## src/rtl/mem_arbiter.sv

```systemverilog
// mem_arbiter: shares one memory port between the instruction-fetch unit (IFU)
// and the load/store unit (LSU). Only one transaction is outstanding at a time.
// The LSU wins arbitration by default. After STARVE_LIMIT consecutive LSU grants
// with the IFU waiting, the IFU is forced to win.
// A per-transaction timeout turns a missing downstream response into an error
// response for the owner.

module mem_arbiter #(
    parameter int STARVE_LIMIT = 4,   // 1..15
    parameter int TIMEOUT      = 255  // 0 disables, 1..255 otherwise
) (
    input  logic        clk,
    input  logic        rst,

    input  logic        ifu_req_valid,
    output logic        ifu_req_ready,
    input  logic [31:0] ifu_addr,
    output logic        ifu_resp_valid,
    output logic [31:0] ifu_resp_data,
    output logic        ifu_resp_err,

    input  logic        lsu_req_valid,
    output logic        lsu_req_ready,
    input  logic [31:0] lsu_addr,
    input  logic        lsu_wen,
    input  logic [31:0] lsu_wdata,
    input  logic [3:0]  lsu_wmask,
    output logic        lsu_resp_valid,
    output logic [31:0] lsu_resp_data,
    output logic        lsu_resp_err,

    output logic        mem_req_valid,
    input  logic        mem_req_ready,
    output logic [31:0] mem_addr,
    output logic        mem_wen,
    output logic [31:0] mem_wdata,
    output logic [3:0]  mem_wmask,
    input  logic        mem_resp_valid,
    input  logic [31:0] mem_resp_data
);

    typedef enum logic [1:0] {
        ST_IDLE = 2'd0,
        ST_REQ  = 2'd1,
        ST_WAIT = 2'd2
    } state_t;

    localparam logic       OWN_IFU    = 1'b0;
    localparam logic       OWN_LSU    = 1'b1;
    localparam logic [3:0] STARVE_MAX = 4'(STARVE_LIMIT);
    // Last counter value of a transaction. It is only used when TIMEOUT != 0,
    // so the TIMEOUT == 0 case never reaches this compare.
    localparam logic [7:0] TMO_LAST   = 8'(TIMEOUT - 1);
    localparam logic       TMO_EN     = (TIMEOUT != 0);

    // ------------------------------------------------------------------
    // State and latched request
    // ------------------------------------------------------------------
    state_t      r_state;
    logic        r_owner;
    logic [3:0]  r_starve_cnt;
    logic [7:0]  r_tmo_cnt;
    logic        r_mem_req_valid;
    logic [31:0] r_addr;
    logic        r_wen;
    logic [31:0] r_wdata;
    logic [3:0]  r_wmask;

    // ------------------------------------------------------------------
    // Combinational decode
    // ------------------------------------------------------------------
    logic w_idle;
    logic w_busy;
    logic w_ifu_starved;
    logic w_grant_lsu;
    logic w_grant_ifu;
    logic w_resp_hit;
    logic w_tmo_hit;
    logic w_done;

    assign w_idle = (r_state == ST_IDLE);
    assign w_busy = (r_state == ST_REQ) || (r_state == ST_WAIT);

    // The IFU is forced to win once the LSU has used up its run of grants.
    assign w_ifu_starved = ifu_req_valid && (r_starve_cnt == STARVE_MAX);
    assign w_grant_lsu   = w_idle && lsu_req_valid && !w_ifu_starved;
    assign w_grant_ifu   = w_idle && ifu_req_valid && !w_grant_lsu;

    // A response counts in WAIT, or in REQ when the request is accepted in
    // the same cycle. A response in REQ before acceptance is stray and ignored.
    assign w_resp_hit = mem_resp_valid &&
                        ((r_state == ST_WAIT) ||
                         ((r_state == ST_REQ) && mem_req_ready));

    // The timeout fires only when no real response is present. If both occur
    // in the same cycle, the real data wins.
    assign w_tmo_hit = TMO_EN && w_busy && (r_tmo_cnt == TMO_LAST) && !w_resp_hit;
    assign w_done    = w_resp_hit || w_tmo_hit;

    // The request-ready outputs go low while reset is held, so a requester
    // never sees a grant that the sequential logic will discard.
    assign ifu_req_ready = !rst && w_grant_ifu;
    assign lsu_req_ready = !rst && w_grant_lsu;

    assign mem_req_valid = r_mem_req_valid;
    assign mem_addr      = r_addr;
    assign mem_wen       = r_wen;
    assign mem_wdata     = r_wdata;
    assign mem_wmask     = r_wmask;

    // Route the completion (data or timeout error) to the owner only.
    always_comb begin
        ifu_resp_valid = 1'b0;
        ifu_resp_data  = 32'd0;
        ifu_resp_err   = 1'b0;
        lsu_resp_valid = 1'b0;
        lsu_resp_data  = 32'd0;
        lsu_resp_err   = 1'b0;
        if (!rst && w_done) begin
            if (r_owner == OWN_LSU) begin
                lsu_resp_valid = 1'b1;
                lsu_resp_err   = w_tmo_hit;
                lsu_resp_data  = w_resp_hit ? mem_resp_data : 32'd0;
            end else begin
                ifu_resp_valid = 1'b1;
                ifu_resp_err   = w_tmo_hit;
                ifu_resp_data  = w_resp_hit ? mem_resp_data : 32'd0;
            end
        end else begin
            ifu_resp_valid = 1'b0;
            lsu_resp_valid = 1'b0;
        end
    end

    // Transaction FSM: arbitration, request latch, starvation and timeout counters.
    always_ff @(posedge clk) begin
        if (rst) begin
            r_state         <= ST_IDLE;
            r_owner         <= OWN_IFU;
            r_starve_cnt    <= 4'd0;
            r_tmo_cnt       <= 8'd0;
            r_mem_req_valid <= 1'b0;
            r_addr          <= 32'd0;
            r_wen           <= 1'b0;
            r_wdata         <= 32'd0;
            r_wmask         <= 4'd0;
        end else begin
            case (r_state)
                ST_IDLE: begin
                    if (w_grant_lsu) begin
                        r_owner         <= OWN_LSU;
                        r_addr          <= lsu_addr;
                        r_wen           <= lsu_wen;
                        r_wdata         <= lsu_wdata;
                        r_wmask         <= lsu_wmask;
                        r_tmo_cnt       <= 8'd0;
                        r_mem_req_valid <= 1'b1;
                        r_state         <= ST_REQ;
                        // Count only the LSU grants that made a waiting IFU lose.
                        if (ifu_req_valid && (r_starve_cnt != STARVE_MAX)) begin
                            r_starve_cnt <= r_starve_cnt + 4'd1;
                        end else begin
                            r_starve_cnt <= r_starve_cnt;
                        end
                    end else if (w_grant_ifu) begin
                        // Instruction fetch is always a read. Write fields are forced to zero.
                        r_owner         <= OWN_IFU;
                        r_addr          <= ifu_addr;
                        r_wen           <= 1'b0;
                        r_wdata         <= 32'd0;
                        r_wmask         <= 4'd0;
                        r_tmo_cnt       <= 8'd0;
                        r_mem_req_valid <= 1'b1;
                        r_starve_cnt    <= 4'd0;
                        r_state         <= ST_REQ;
                    end else begin
                        r_state <= ST_IDLE;
                    end
                end

                ST_REQ: begin
                    r_tmo_cnt <= r_tmo_cnt + 8'd1;
                    if (w_done) begin
                        r_mem_req_valid <= 1'b0;
                        r_state         <= ST_IDLE;
                    end else if (mem_req_ready) begin
                        r_mem_req_valid <= 1'b0;
                        r_state         <= ST_WAIT;
                    end else begin
                        r_state <= ST_REQ;
                    end
                end

                ST_WAIT: begin
                    r_tmo_cnt <= r_tmo_cnt + 8'd1;
                    if (w_done) begin
                        r_state <= ST_IDLE;
                    end else begin
                        r_state <= ST_WAIT;
                    end
                end

                default: begin
                    r_mem_req_valid <= 1'b0;
                    r_state         <= ST_IDLE;
                end
            endcase
        end
    end

endmodule

```

## config.mk

```make
export PLATFORM = sky130hd
export DESIGN_NAME = mem_arbiter
export DESIGN_NICKNAME = d
export VERILOG_FILES = /design/src/rtl/mem_arbiter.sv
export SDC_FILE = /design/constraint.sdc
export NUM_CORES = 1
export LEC_CHECK = 0
export ABC_AREA = 0
export CAP_MARGIN = 20
export CORE_ASPECT_RATIO = 0.8
export CORE_MARGIN = 5
export CORE_UTILIZATION = 33
export DETAILED_ROUTE_END_ITERATION = 6
export GPL_TIMING_DRIVEN = 0
export PLACE_DENSITY = 0.87
export SLEW_MARGIN = 15
export SYNTH_ARGS = -nofsm -noshare
export SYNTH_HDL_FRONTEND = slang
export SYNTH_SLANG_ARGS = --single-unit
```

## constraint.sdc

```tcl
create_clock -name clk -period 2.45 [get_ports clk]
set_clock_uncertainty 0.05 [all_clocks]
set_input_delay 0.735 -clock clk [delete_from_list [all_inputs] [get_ports clk]]
set_output_delay 0.735 -clock clk [all_outputs]
set_load 0.01 [all_outputs]
```

==> out/metrics.csv <==
metric,value,unit
status,"finished, violations left",
violations,negative setup slack,
final_area,8083,µm²
cellPowerDensity,528.4,nW/µm²
dpl_cell_area,7014,µm²
hold_viol_final,0,
drt-wirelength-per-cell,18.35,µm
hpwl,12.92,mm
drt_wl_total,17.86,mm
hold-worst-slack,0.4417,ns
finalCriticalPeriod,2.771,ns
viasPerCell,4.916,
tightest_slew,0.6213,ns
synth_cell_type_count,39,
route.detailed.drc,0,
rows,36,
root_buffer,clkbuf_16,
area_growth,98.52,%
die_w,134.2,µm
synth_seq_cells,85,
ys_warn_count,0,
timing.slew.headroom,58.58,%
synth_nets,632,
ir_worst_vdd,411.3,µV
path_class,flip-flop to output pin,
cp_max_fo,5,
final_common_cell,clkdlybuf4s50_1,
cts-buffers-inserted,9,
synth_area,4071,µm²
die_area,14670,µm²
vias,4783,
io_buffers,275,
drtPass1Iterations,4,
finalCritPeriodShare,113.1,%
max_freq,0.3609,GHz
p_leak,3.266,nW
drv_slew,0,
gp_congestion,0.9176,
track_usage,22.61,%
fillers,991,
setup_ws,-0.3211,ns
grt_setup_unrepaired,yes,
min_path_type,flip-flop to flip-flop,
postSynthAreaPerCell,8.395,µm²
drive_gt1_share,32.27,%
synth-edff-count,0,
end_kind,output pin,
place_ws,-1.251,ns
gr-total-overflow,0,
grt_pass1_vias,4863,
required,1.66,ns
postRouteAntennaNets,0,
clk_latency,0.32,ns
htree_levels,3,
cts_tree,yes,
max_cap_viol_count,0,
ctsLongestPathBuffers,2,
antenna_found_initial,4,
cp.arrival,1.99,ns
die_h,109.4,µm
fin_nets,960,
initial_utilization,33.60,%
core_area,12120,µm²
setup_viol,69,
final_cell_mix,"clkdlybuf4s50_1, nor2_1, dfxtp_1, buf_6, and2_4",
synth_ff_type,dfxtp_1,
grt_first_pass_wirelength,25.92,mm
ys_seq_area_share,41.79,%
synthArstFlopShare,0,%
synth_cells,485,
cts.sinks,85,
grt_start_max_net_pins,17,
start_kind,flip-flop,
first_iter_violations,269,
hold_buffers,0,
io-pin-count,279,
cts.clk_slew.worst_paths,0.07,ns
[cell families after synthesis]
family	after synthesis	share of synthesized area, %
xor gates and xnor gates	5	1.076
adders and majority gates	8	2.459
and+or+nand+nor	273	37.95
AOI/OAI and AO/OA	68	11.25
DFF	85	41.79
buffers and inverters	46	5.470
[path summary, 6_finish.rpt]
path                       end  depth (start not counted)  slack, ns        start
max          ifu_resp_data[15]                         10      -0.32   r_state[0]
min                mem_addr[1]                          2       0.44  mem_addr[1]
max reg2reg         r_state[1]                         17      -0.07   r_state[0]
min reg2reg        mem_addr[1]                          2       0.44  mem_addr[1]
[per-stage QoR]
| stage | total power [mW] | std cells | utilization [%] | TNS, ns |
|---|---|---|---|---|
| 6_report | 4.271 | 973 | 66.71 | -14.84 |
| 5_1_grt | 4.490 | 973 | 66.71 | -20.45 |
| 3_3_place_gp | 2.788 | 912 | 57.89 | -80.41 |
| 2_1_floorplan | 2.143 | 485 | - | -0.1895 |
| 3_5_place_dp | 2.802 | 912 | 57.89 | -80.61 |
| 4_1_cts | 4.269 | 968 | 62.86 | -15.18 |
[state kept, by name (all words and copies together) (netlist names)]
register       count
mem_addr          32
mem_req_valid      1
mem_wdata         32
mem_wen            1
mem_wmask          4
r_owner            1
r_starve_cnt       4
r_state            2
r_tmo_cnt          8
[cell usage after synthesis, drive strengths merged, types with 2 or more instances]
cell    number  share of area (%)
dfxtp       85                 42
o21ai       16                2.1
nand2b       2               0.31
or3          3               0.46
xnor2        5                1.1
and2        64                9.8
nand4b       2               0.80
nand2       12                1.1
inv          6               0.55
nor3        52                8.5
nor2       103                9.5
o21a         2               0.37
ha           8                2.5
nand4        3               0.46
a22oi       37                6.8
buf         16                2.7
nor2b        2               0.31
nand3        3               0.68
clkbuf      24                2.2
nor4        21                4.8
a21oi        9                1.1
[layer usage]
metal | track usage (%) | up-vias | wire length [µm]
li1 | - | 2330 | -
met1 | 25.23 | 2211 | 6848
met2 | 41.14 | 211 | 9059
met3 | 7.136 | 29 | 1401
met4 | 7.631 | 2 | 538
met5 | 0 | - | 11
[power breakdown]
group | leakage (nW) | total [mW] | internal [mW] | switching [mW]
Sequential | 0.701 | 1.59 | 1.51 | 0.0764
Combinational | 2.43 | 1.36 | 0.740 | 0.619
Clock | 0.134 | 1.32 | 0.730 | 0.591
Total | 3.27 | 4.27 | 2.98 | 1.29
[critical path, stage by stage, from the launching register on]
cell and delay (ns):
dfxtp_2 0.33, buf_6 0.12, ha_4 0.16, a21oi_4 0.17, nand2b_4 0.20, nor3_4 0.06, buf_6 0.13, buf_6 0.11
buf_6 0.12, and2_4 0.15, buf_6 0.11
[what timing repair did]
action                                  4_1_cts  5_1_grt
endpoints found under the setup margin       70       71
setup buffers                                38        9
gates resized for setup                     352      146
pin swaps                                     7       42
cloned                                        3        2
[area by class of cell]
type	instances	area, µm²	area share (%)
Multi-Input combinational cell	354	2399	29.67
Inverter	6	25.02	0.3096
Clock buffer	10	239.0	2.957
Tap cell	152	190.2	2.353
Antenna cell	3	7.507	0.09288
Sequential cell	85	1709	21.15
Timing Repair Buffer	320	3186	39.41
Clock inverter	6	51.30	0.6347
Buffer	37	276.5	3.421
No activity file was read; power rests on OpenSTA's default activity.
